==> src/rtl/ham_pkg.sv <==
// Shared state encoding and width helpers for the Hamming min/max engine.
package ham_pkg;

    typedef enum logic [2:0] {IDLE, LOAD, CMP, WB, DONE} ham_state_t;

    // Distance width: enough bits to hold the value WORD_W itself.
    function automatic int dw_f(input int word_w);
        return $clog2(word_w + 1);
    endfunction

    function automatic int iw_f(input int n_words);
        return (n_words > 2) ? $clog2(n_words) : 1;
    endfunction

endpackage

==> src/rtl/ham_popcount.sv <==
// Combinational Hamming distance: popcount of the XOR of two operands.
module ham_popcount
    import ham_pkg::*;
#(
    parameter  int WORD_W = 16,
    localparam int DW     = dw_f(WORD_W)
) (
    input  logic [WORD_W-1:0] a_i,
    input  logic [WORD_W-1:0] b_i,
    output logic [DW-1:0]     dist_o
);

    logic [WORD_W-1:0] diff;

    assign diff = a_i ^ b_i;

    always_comb begin
        dist_o = '0;
        for (int i = 0; i < WORD_W; i++) begin
            dist_o = dist_o + DW'(diff[i]);
        end
    end

endmodule

==> src/rtl/hamming_minmax_engine.sv <==
// Scans N_WORDS big-endian operands from byte memory, finds min/max pairwise Hamming distance.
// Define HAM_PAIR_WB_EN to also write the four pair indices back after the two distances.
module hamming_minmax_engine
    import ham_pkg::*;
#(
    parameter  int WORD_W   = 16,
    parameter  int N_WORDS  = 32,
    parameter  int ADDR_W   = 8,
    parameter  int RES_BASE = 64,
    localparam int DW       = dw_f(WORD_W),
    localparam int IW       = iw_f(N_WORDS)
) (
    input  logic              clk,
    input  logic              reset,
    input  logic              start,
    output logic              done,
    output logic [ADDR_W-1:0] mem_addr,
    input  logic [7:0]        mem_rdata,
    output logic              mem_wen,
    output logic [ADDR_W-1:0] mem_waddr,
    output logic [7:0]        mem_wdata,
    output logic [DW-1:0]     min_dist,
    output logic [DW-1:0]     max_dist,
    output logic [IW-1:0]     min_lo,
    output logic [IW-1:0]     min_hi,
    output logic [IW-1:0]     max_lo,
    output logic [IW-1:0]     max_hi
);

    localparam int B      = WORD_W / 8;
    localparam int NBYTES = N_WORDS * B;
    localparam int BW     = (B > 1) ? $clog2(B) : 1;
`ifdef HAM_PAIR_WB_EN
    localparam int WB_N   = 6;
`else
    localparam int WB_N   = 2;
`endif

    ham_state_t        state_q, state_d;
    logic              start_q, done_q;
    logic [ADDR_W-1:0] addr_q;
    logic [BW-1:0]     b_q;
    logic [IW-1:0]     j_q, k_q;
    logic [2:0]        wb_q;
    logic [DW-1:0]     min_q, max_q, pair_dist;
    logic [IW-1:0]     min_lo_q, min_hi_q, max_lo_q, max_hi_q;
    logic [WORD_W-1:0] cache_q [N_WORDS];
    logic              launch, load_last, cmp_last, wb_last;

    assign launch    = start_q && !start;
    assign load_last = (addr_q == ADDR_W'(NBYTES - 1));
    assign cmp_last  = (j_q == IW'(N_WORDS - 2)) && (k_q == IW'(N_WORDS - 1));
    assign wb_last   = (wb_q == 3'(WB_N - 1));

    ham_popcount #(.WORD_W(WORD_W)) u_popcount (
        .a_i    (cache_q[j_q]),
        .b_i    (cache_q[k_q]),
        .dist_o (pair_dist)
    );

    // NOTE: sequential state uses non-blocking assignments so every register samples pre-edge values.
    always_ff @(posedge clk or posedge reset) begin
        if (reset) state_q <= IDLE;
        else       state_q <= state_d;
    end

    // NOTE: every combinational output gets a default first, so no path can infer a latch.
    always_comb begin
        state_d = state_q;
        case (state_q)
            IDLE:    if (launch) state_d = LOAD;
            LOAD:    if (start) state_d = IDLE; else if (load_last) state_d = CMP;
            CMP:     if (start) state_d = IDLE; else if (cmp_last)  state_d = WB;
            WB:      if (start) state_d = IDLE; else if (wb_last)   state_d = DONE;
            DONE:    if (start) state_d = IDLE;
            default: state_d = IDLE;
        endcase
    end

    always_comb begin
        mem_addr  = (state_q == LOAD) ? addr_q : '0;
        mem_wen   = (state_q == WB) && !start;
        mem_waddr = '0;
        mem_wdata = '0;
        if (state_q == WB) begin
            mem_waddr = ADDR_W'(RES_BASE) + ADDR_W'(wb_q);
            case (wb_q)
                3'd0:    mem_wdata = 8'(min_q);
                3'd1:    mem_wdata = 8'(max_q);
`ifdef HAM_PAIR_WB_EN
                3'd2:    mem_wdata = 8'(min_lo_q);
                3'd3:    mem_wdata = 8'(min_hi_q);
                3'd4:    mem_wdata = 8'(max_lo_q);
                3'd5:    mem_wdata = 8'(max_hi_q);
`endif
                default: mem_wdata = '0;
            endcase
        end
    end

    always_ff @(posedge clk or posedge reset) begin
        if (reset) begin
            start_q  <= 1'b0;
            done_q   <= 1'b0;
            addr_q   <= '0;
            b_q      <= '0;
            j_q      <= '0;
            k_q      <= '0;
            wb_q     <= '0;
            min_q    <= DW'(WORD_W);
            max_q    <= '0;
            min_lo_q <= '0;
            min_hi_q <= '0;
            max_lo_q <= '0;
            max_hi_q <= '0;
        end else begin
            start_q <= start;
            done_q  <= (state_q == DONE);
            case (state_q)
                IDLE: if (launch) begin
                    min_q  <= DW'(WORD_W);
                    max_q  <= '0;
                    addr_q <= '0;
                    b_q    <= '0;
                    j_q    <= '0;
                end
                LOAD: if (!start) begin
                    addr_q <= addr_q + 1'b1;
                    if (b_q == BW'(B - 1)) begin
                        b_q <= '0;
                        j_q <= j_q + 1'b1;
                    end else begin
                        b_q <= b_q + 1'b1;
                    end
                    if (load_last) begin
                        j_q <= '0;
                        k_q <= IW'(1);
                    end
                end
                CMP: if (!start) begin
                    // Strict compares keep the first pair in scan order on ties.
                    if (pair_dist < min_q) begin
                        min_q    <= pair_dist;
                        min_lo_q <= j_q;
                        min_hi_q <= k_q;
                    end
                    if (pair_dist > max_q) begin
                        max_q    <= pair_dist;
                        max_lo_q <= j_q;
                        max_hi_q <= k_q;
                    end
                    if (k_q == IW'(N_WORDS - 1)) begin
                        j_q <= j_q + 1'b1;
                        k_q <= j_q + IW'(2);
                    end else begin
                        k_q <= k_q + 1'b1;
                    end
                    wb_q <= '0;
                end
                WB:      wb_q <= wb_q + 1'b1;
                default: ;
            endcase
        end
    end

    // NOTE: the operand cache has no reset; LOAD rewrites every word before CMP reads it.
    always_ff @(posedge clk) begin
        if (state_q == LOAD && !start) begin
            cache_q[j_q] <= (cache_q[j_q] << 8) | WORD_W'(mem_rdata);
        end
    end

    assign done     = done_q;
    assign min_dist = min_q;
    assign max_dist = max_q;
    assign min_lo   = min_lo_q;
    assign min_hi   = min_hi_q;
    assign max_lo   = max_lo_q;
    assign max_hi   = max_hi_q;

endmodule
==> config.mk <==
export PLATFORM = sky130hd
export DESIGN_NAME = hamming_minmax_engine
export DESIGN_NICKNAME = d
export VERILOG_FILES = /design/src/rtl/ham_pkg.sv /design/src/rtl/ham_popcount.sv /design/src/rtl/hamming_minmax_engine.sv
export SDC_FILE = /design/constraint.sdc
export NUM_CORES = 1
export LEC_CHECK = 0
export CAP_MARGIN = 30
export CORE_MARGIN = 2
export CORE_UTILIZATION = 55
export CTS_CLUSTER_DIAMETER = 30
export DETAILED_ROUTE_END_ITERATION = 12
export GPL_ROUTABILITY_DRIVEN = 0
export GPL_TIMING_DRIVEN = 0
export PLACE_DENSITY_LB_ADDON = 0.25
export SYNTH_ARGS = -nofsm -noshare
export SYNTH_HDL_FRONTEND = slang
export SYNTH_SLANG_ARGS = --single-unit
==> constraint.sdc <==
create_clock -name clk -period 12.8 [get_ports clk]
set_clock_uncertainty 0.2 [all_clocks]
set_input_delay 1.92 -clock clk [delete_from_list [all_inputs] [get_ports clk]]
set_output_delay 1.92 -clock clk [all_outputs]
set_load 0.05 [all_outputs]
==> reports/qor.yml, run 1 <==
outcome: "complete, no violations"
report.final.slew_viol_count: 0
rrSetupSlack_ns: 3.25
syn_area_per_cell_um2: 18.7
vias: 17330
die_w_um: 225
min_path_type: "reg -> reg"
grt_start_max_net_pins: 41
area_growth_pct: 24.2
clock_latency_ns: 0.70
rsz0062_at_grt: "no"
syn_inst: 1443
arrival_ns: 9.89
drive_above_1_share_pct: 35.2
min_to: "min_hi[0]$_DFFE_PP0P_"
cts_setup_buffers: 0
n_antenna_cell: 0
cts_tree: "yes"
hold_viol: 0
grt_pass1_wl_mm: 122
powerDensity_nw_per_um2: 283
drc_errors: 0
reg2reg_from: "j_q[1]$_DFFE_PP0P_"
mostFrequentLayoutCell: "edfxtp_1"
p_int_mw: 6.01
crit_type: "reg -> reg"
holdCritStartpoint: "min_hi[0]$_DFFE_PP0P_"
cp.required_ns: 13.14
postCtsHoldBufs: 0
peakVddDrop_v: 0.000382
ys_ff_latch: 569
viasPerCell: 7.23
core_area_um2: 48600
routed_wl_mm: 85.9
synth_cell_types: 55
cp_max_fo: 10
r2r_end: "max_lo[1]$_DFFE_PP0P_"
seq_area_frac_synth_pct: 62.4
hpwl_mm: 55.8
async_flop_share_pct: 10.0
fin_nets: 1722
wl_per_cell_um: 35.8
hold-path-cell-count: 2
dr.pass1.iters: 6
timing.final.crit_share_pct: 74.6
cts_buffers: 116
grt_pass1_vias: 17343
p_leak_nw: 11.1
ys.flop_type: "edfxtp_1"
min_period_ns: 9.55
crit_path_start_kind: "register"
comb_power_share_pct: 43.6
die_h_um: 225
synth_enable_flop_cells: 512
port_buffers: 59
overflow: 0
clockBufferDepth: 3
fillers: 2983
setup_violations: 0
setup-tns-final_ns: 0
yosys_warnings: 0
cts.repair.resized: 0
slew_headroom_pct: 24.8
power_switching_share_pct: 36.5
synthesis.area_um2: 26900
clock-root-buffer: "clkbuf_16"
reg2reg_depth: 25
worstMarginPinSlew_ns: 1.12
htreeDepth: 3
io_pins: 67
pwr-share-clk_pct: 33.5
power.switching_mw: 3.46
die-area_um2: 50700
initial_core_util_pct: 55.3
rows: 81
pwr-share-seq_pct: 22.9
antenna_left: 0
maxCapViolations: 0
final_cell_mix: "edfxtp_1 (512), mux4_2 (272), clkbuf_16 (116)"
clk_pin_slew_ns: 0.05
clock_sinks: 569
antenna_found_initial: 0
critPathCaptureType: "register"
holdWs_ns: 0.287
fmax_mhz: 105
drtIter0Drc: 2638
grt.total_usage_pct: 35.0
-- synthesized netlist by cell type (22+ instances only) --
cell	instances	area, µm²
edfxtp_1	512	15400
mux4_2	272	6130
a22oi_1	71	533
clkbuf_1	57	214
nor2_1	57	214
dfrtp_1	56	1400
nand2_1	37	139
o21ai_0	32	160
mux2i_1	31	310
buf_2	26	130
inv_1	26	97.6
ha_1	25	313
mux2_2	22	248
-- cells by family (layout without fill, tap and decap cells) --
| logic type | after synthesis | after routing | share of synthesized area [%] |
|---|---|---|---|
| AO/OA/AOI/OAI | 162 | 162 | 4.07 |
| other | 1 | 7 | 0.0139 |
| adder cells (fa/ha/maj) | 35 | 35 | 1.91 |
| flip-flops | 569 | 569 | 62.4 |
| buffers and inverters | 140 | 467 | 2.42 |
| XOR/XNOR | 25 | 25 | 0.814 |
| AND/OR/NAND/NOR | 184 | 184 | 3.42 |
| multiplexers | 327 | 327 | 24.9 |
-- state kept, by name, summed over array words and instances (netlist names), 3 cells and up --
name and count:
min_dist 5, j_q 5, max_hi 5, max_lo 5, state_q 3, min_lo 5
k_q 5, max_dist 5, addr_q 8, cache_q 512, min_hi 5, wb_q 3
-- worst max-delay path, stage by stage (launching register included) --
cell	delay [ns]
dfrtp_1	0.42
clkbuf_1	0.29
clkbuf_1	0.58
clkbuf_1	0.83
mux4_2	0.45
a22oi_1	0.15
nand4_1	0.55
xor2_1	0.78
fa_1	0.56
fa_1	0.61
fa_1	0.45
fa_1	0.44
inv_1	0.09
fa_1	0.21
inv_1	0.09
fa_1	0.46
a21o_1	0.17
nand2_1	0.07
inv_1	0.08
ha_1	0.30
and3_1	0.18
o21ai_0	0.08
o21ai_0	0.12
o21ai_0	0.14
nor2_2	0.67
mux2_2	0.41
-- area by class of cell --
cell class,count,area [µm²],share of cell area (%)
Sequential cell,569,16800,50.3
Tap cell,622,778,2.33
Inverter,27,101,0.303
Clock buffer,129,2980,8.92
Buffer,113,551,1.65
Clock inverter,89,1160,3.48
Timing Repair Buffer,109,1440,4.32
Multi-Input combinational cell,740,9620,28.8
-- per-stage QoR --
step / instances / cell area [µm²] / worst slack [ns] / utilization (%) / total power, mW
after floorplan: 1449 / 26900 / 5.12 / - / 4.99
after global placement: 2130 / 28300 / 2.80 / 58.2 / 6.09
after detailed placement: 2175 / 29200 / 3.52 / 60.0 / 6.24
after CTS: 2393 / 33300 / 3.47 / 68.5 / 9.43
after global routing: 2398 / 33400 / 3.05 / 68.7 / 9.91
final: 2398 / 33400 / 3.25 / 68.7 / 9.47
-- worst max path at each step --
stage,start,to,cells past startpoint
2_1_floorplan,j_q[0]$_DFFE_PP0P_,min_hi[1]$_DFFE_PP0P_,24
3_3_place_gp,j_q[1]$_DFFE_PP0P_,min_hi[1]$_DFFE_PP0P_,24
3_5_place_dp,j_q[1]$_DFFE_PP0P_,min_hi[2]$_DFFE_PP0P_,24
4_1_cts,j_q[1]$_DFFE_PP0P_,min_hi[2]$_DFFE_PP0P_,24
5_1_grt,j_q[1]$_DFFE_PP0P_,max_lo[1]$_DFFE_PP0P_,26
6_report,j_q[1]$_DFFE_PP0P_,max_lo[1]$_DFFE_PP0P_,25
-- metal layers --
layer | GRT usage (%) | routed length, µm | vias to the layer above
met5 | 0 | 0 | -
met4 | 19.9 | 5250 | 0
met2 | 53.3 | 39500 | 1507
met3 | 10.4 | 11900 | 312
met1 | 45.4 | 29200 | 8932
li1 | - | - | 6579
-- power groups by stage --
stage	clock network (mW)	registers, mW	logic (mW)
after global placement	0	2.21	3.88
final	3.18	2.17	4.13
after floorplan	0	2.26	2.73
after global routing	3.26	2.17	4.48
after CTS	3.18	2.17	4.08
after detailed placement	0	2.20	4.04
Note: power is estimated with default switching activity, not from simulation.
==> run 2, diff against run 1 <==
clock period = 8.3 ns   (was 12.8 ns; I/O delays follow)
==> reports/qor.yml, run 2 (synthesis gave the netlist of run 1 again) <==
outcome: "complete, no violations"
maxCapViolations: 0
min_path_type: "reg -> reg"
top_usage_layer: "met2"
finalNonFillerCells: 2400
clockBufferDepth: 3
r2r_end: "min_hi[1]$_DFFE_PP0P_"
die_h_um: 225
clock-root-buffer: "clkbuf_16"
final_cell_mix: "edfxtp_1 (512), mux4_2 (272), clkbuf_16 (116)"
grt_start_max_net_pins: 41
overflow: 0
slew_headroom_pct: 23.1
clock_sinks: 569
reg2reg_from: "j_q[1]$_DFFE_PP0P_"
hold_viol: 0
clock_latency_ns: 0.71
min_to: "min_hi[0]$_DFFE_PP0P_"
largest_registers: "cache_q: 512 flops, addr_q: 8 flops"
setup-tns-final_ns: 0
setup_violations: 0
grt_use_met1_pct: 45.6
peakVddDrop_v: 0.000560
drc_errors: 0
clk_pin_slew_ns: 0.05
wl_per_cell_um: 35.8
postCtsHoldBufs: 0
holdCritStartpoint: "min_hi[0]$_DFFE_PP0P_"
largest_register_ffs: 512
hpwl_mm: 55.8
cts_buffers: 116
initial_core_util_pct: 55.3
fin_nets: 1724
crit_type: "reg -> reg"
drive_above_1_share_pct: 37.0
met3_usage_pct: 10.5
arrival_ns: 8.50
htreeDepth: 3
cts_tree: "yes"
grt.total_usage_pct: 35.0
report.final.slew_viol_count: 0
rows: 81
core_area_um2: 48600
drtIter0Drc: 2894
top_register: "cache_q"
viasPerCell: 7.23
fillers: 2978
dp_cells: 2175
final_util_pct: 69.0
mostFrequentLayoutCell: "edfxtp_1"
grt_pass1_wl_mm: 122
io_pins: 67
min_period_ns: 8.14
crit_path_start_kind: "register"
die-area_um2: 50700
port_buffers: 59
antenna_found_initial: 0
powerDensity_nw_per_um2: 437
rrSetupSlack_ns: 0.16
p_leak_nw: 11.2
dp_slack_ns: -0.976
antenna_left: 0
grt_use_met2_pct: 53.1
vias: 17340
area_growth_pct: 24.7
grt_pass1_vias: 17353
timing.final.crit_share_pct: 98.1
setup_ws_ns: 0.158
die_w_um: 225
dr.pass1.iters: 6
routed_wl_mm: 86.0
total_power_mw: 14.7
critPathCaptureType: "register"
n_antenna_cell: 0
hold-path-cell-count: 2
fmax_mhz: 123
worstMarginPinSlew_ns: 1.15
cp_max_fo: 10
cp.required_ns: 8.66
reg2reg_depth: 23
## run 2: changes by cell type in the layout (fill, tap and decap cells not counted), sizes merged
| cell | delta |
|---|---|
| buf | +4 |
| clkbuf | -4 |
| clkdlybuf4s15 | +2 |
## run 2: repair_timing
item,4_1_cts,5_1_grt
pin swaps,2,2
endpoints found under the setup margin,30,24
buffers inserted,6,1
resized for setup,25,26
## run 2: metal layers
metal / vias to the layer above / wire, µm
met5: - / 0
li1: 6587 / -
met4: 0 / 5780
met1: 8882 / 29200
met2: 1506 / 39100
met3: 365 / 12000
## run 2: where the power goes
group | switching, mW | internal (mW) | total [mW]
registers | 0.0542 | 3.30 | 3.35
clock network | 1.64 | 3.26 | 4.90
logic | 3.68 | 2.76 | 6.43
total | 5.37 | 9.31 | 14.7
## run 2: worst max-delay path, stage by stage (launching register included)
cell and delay, ns:
dfrtp_1 0.42, clkbuf_1 0.30, buf_2 0.36, clkbuf_1 0.53
buf_8 0.24, mux4_2 0.30, a22oi_1 0.32, nand4_1 0.17
xnor2_1 0.36, fa_1 0.49, fa_1 0.61, fa_1 0.46
fa_1 0.50, inv_1 0.06, fa_1 0.41, inv_1 0.12
fa_1 0.46, ha_1 0.30, a21boi_0 0.12, o211ai_1 0.18
a21boi_0 0.15, or3_4 0.42, buf_2 0.21, mux2_1 0.31
## run 2: area by class of cell
type | instances | area, µm² | area share [%]
well taps | 622 | 778 | 2.32
multi-input cells | 740 | 9650 | 28.8
repair buffers | 115 | 1490 | 4.45
clock buffers | 129 | 2980 | 8.88
clock inverters | 89 | 1160 | 3.47
inverters | 27 | 101 | 0.302
plain buffers | 109 | 594 | 1.77
flip-flops and latches | 569 | 16800 | 50.1
## run 2: how the worst max path moves through the flow
stage / from / end / slack [ns] / cells after the start
floorplan: j_q[0]$_DFFE_PP0P_ / min_hi[1]$_DFFE_PP0P_ / 0.62 / 24
global placement: j_q[1]$_DFFE_PP0P_ / min_hi[1]$_DFFE_PP0P_ / -1.70 / 24
detailed placement: j_q[1]$_DFFE_PP0P_ / min_hi[2]$_DFFE_PP0P_ / -0.98 / 24
CTS: j_q[0]$_DFFE_PP0P_ / min_hi[2]$_DFFE_PP0P_ / 0.11 / 23
global route: k_q[0]$_DFFE_PP0P_ / max_dist[1]$_DFFE_PP0P_ / -0.02 / 28
finish: j_q[1]$_DFFE_PP0P_ / min_hi[1]$_DFFE_PP0P_ / 0.16 / 23
## run 2: through the flow
step	hold slack, ns	cell area [µm²]
after floorplan	0.258	26900
after global placement	0.263	28300
after detailed placement	0.275	29200
after CTS	0.285	33400
after global routing	0.310	33600
final	0.281	33600
==> variant: new RTL, config.mk and constraints of run 2 <==
Encoding of `ham_state_t`: now one-hot (5 bits for 5 states).
--- a/src/rtl/ham_pkg.sv
+++ b/src/rtl/ham_pkg.sv
@@ -2,5 +2,5 @@
 package ham_pkg;
 
-    typedef enum logic [2:0] {IDLE, LOAD, CMP, WB, DONE} ham_state_t;
+    typedef enum logic [4:0] {IDLE = 5'b00001, LOAD = 5'b00010, CMP = 5'b00100, WB = 5'b01000, DONE = 5'b10000} ham_state_t;
 
     // Distance width: enough bits to hold the value WORD_W itself.
Formal check against the unedited RTL: same outputs for any inputs over 4 cycles, from zero or initial values and one cycle with reset high; so few cycles prove little.
==> variant against run 2 <==
  * Power is 21% lower
  * Utilization decreased by 0.97 points
  * Sequential power barely moved
  * Final cell count decreased by 2.0%
  * Sequential share of layout area rose by 0.87 points
  * Worst setup slack gained 0.0074 ns
  * Cell area is 1.4% lower
  * Maximum frequency hardly changed
  * Routed wire length is 0.39% lower
  * Area after synthesis increased by 0.15%
  * Sequential cell count increased by 2
  * Critical path depth is 1 lower
  * Critical endpoint is now min_hi[3]
  * Largest cell class unchanged
  * Highest routed layer unchanged
==> variant: results (changes against run 2) <==
[run_status]
status = finished, final reports clean

[routing]
wl_met2_mm = 38.1  ; -2.4%
m1WireLength_mm = 29.0  ; -0.75%
wl_per_cell_um = 36.4  ; +1.6%
wirelength_mm = 85.7  ; -0.39%
wl_met3_mm = 13.1  ; +9.9%
dr.pass1.iters = 5  ; -1
drt_iter0_drc = 2769  ; -4.3%

[synthesis]
async_flop_share_pct = 10.3  ; +0.32 points
synth-compound-area-share_pct = 3.56  ; -0.51 points
ys_seq_area_share_pct = 62.5  ; +0.098 points
synthCells = 1416  ; -1.9%
synth_area_leaders = edfxtp_1 57%, mux4_2 24%, dfrtp_1 5.3%
synth_adder_area_share_pct = 1.90  ; -0.0028 points
synth_xor_area_share_pct = 0.845  ; +0.031 points
synthTopCellsByCount = 512 x edfxtp_1, 282 x mux4_2, 70 x a22oi_1
synth.area.mux_share_pct = 25.5  ; +0.59 points

[place]
pre_cts_ws_ns = -0.988  ; -0.0113 ns
hpwlAfterDp_mm = 53.7  ; -3.7%
dp_cells = 2136  ; -1.8%

[cts]
clk_pin_slew_worst_paths_ns = 0.05  ; about the same
clk_latency_ns = 0.67  ; -0.04 ns

[global_routing]
use_met3_pct = 12.4  ; +1.8 points
grt_pass1_wl_mm = 121  ; -0.51%
grtUsageTotal_pct = 35.1  ; +0.039 points
use_met1_pct = 45.8  ; +0.21 points
grt_max_degree = 39  ; -4.9%
grtUsageMet2_pct = 51.5  ; -1.6 points

[power_and_ir_drop]
ir_worst_vdd_mv = 0.675  ; +21%
cellLeakagePower_nw = 10.9  ; -2.9%
p_clk_mw = 4.38  ; -11%
powerSeq_mw = 3.36  ; about the same
p_sw_mw = 3.81  ; -29%

[critical_path]
startpoint = j_q[4]
arrival_ns = 8.47  ; -0.03 ns
timing.rr.end = min_hi[3]
r2r.worst_path.cells = 22  ; -4.3%

[sta]
timing.slew.headroom_pct = 28.5  ; +5.4 points
max_freq_mhz = 123  ; about the same

[min_path]
hold_depth = 1  ; -1

[layout]
fin_nets = 1682  ; -2.4%

==> variant: worst min-delay path by stage <==
stage	end	startpoint	slack [ns]
after global routing	max_lo[1]	max_lo[1]	0.33
after detailed placement	min_hi[0]	min_hi[0]	0.30
after CTS	min_hi[0]	min_hi[0]	0.31
final	min_hi[0]	min_hi[0]	0.30
after global placement	b_q	b_q	0.29
after floorplan	b_q	b_q	0.26
==> variant: metrics by stage <==
stage	power [mW]	cell area, um^2
2_1_floorplan	6.06	27000
4_1_cts	11.5	32900
3_5_place_dp	7.11	29100
6_report	11.7	33100
5_1_grt	12.1	33100
3_3_place_gp	7.00	28300
==> variant: cell type report <==
class | instances | area (um^2)
multi-input cells | 722 | 9780
flip-flops and latches | 571 | 16900
clock inverters | 83 | 920
well taps | 622 | 778
repair buffers | 107 | 1370
clock buffers | 122 | 2760
plain buffers | 101 | 544
fillers | 3030 | 15500
inverters | 25 | 93.8
==> variant: repair_timing <==
action,4_1_cts,5_1_grt
buffers inserted,4,1
gates cloned,0,0
gates resized for setup,25,26
setup endpoints to repair,30,29
pin swaps,4,1
==> variant: logic make-up after synthesis <==
group,Yosys count
flops,571
mux,331
simple gates,185
compound gates,138
buf+inv,129
fa+ha+maj,35
xor+xnor,26
other cells,1
==> variant: critical path, cell delays in order (launching register included) <==
cell and delay [ns]:
dfrtp_1 0.37, clkbuf_1 0.42, and2_1 0.20, buf_2 0.34, clkbuf_1 0.78, a22oi_1 0.31, nand4_1 0.27, xnor2_1 0.24
fa_1 0.51, fa_1 0.56, fa_1 0.46, fa_1 0.51, inv_1 0.06, fa_1 0.39, inv_1 0.12, fa_1 0.47
ha_1 0.30, a21oi_1 0.14, o21ai_0 0.10, a21oi_1 0.25, and2_0 0.29, buf_2 0.33, mux2_2 0.37
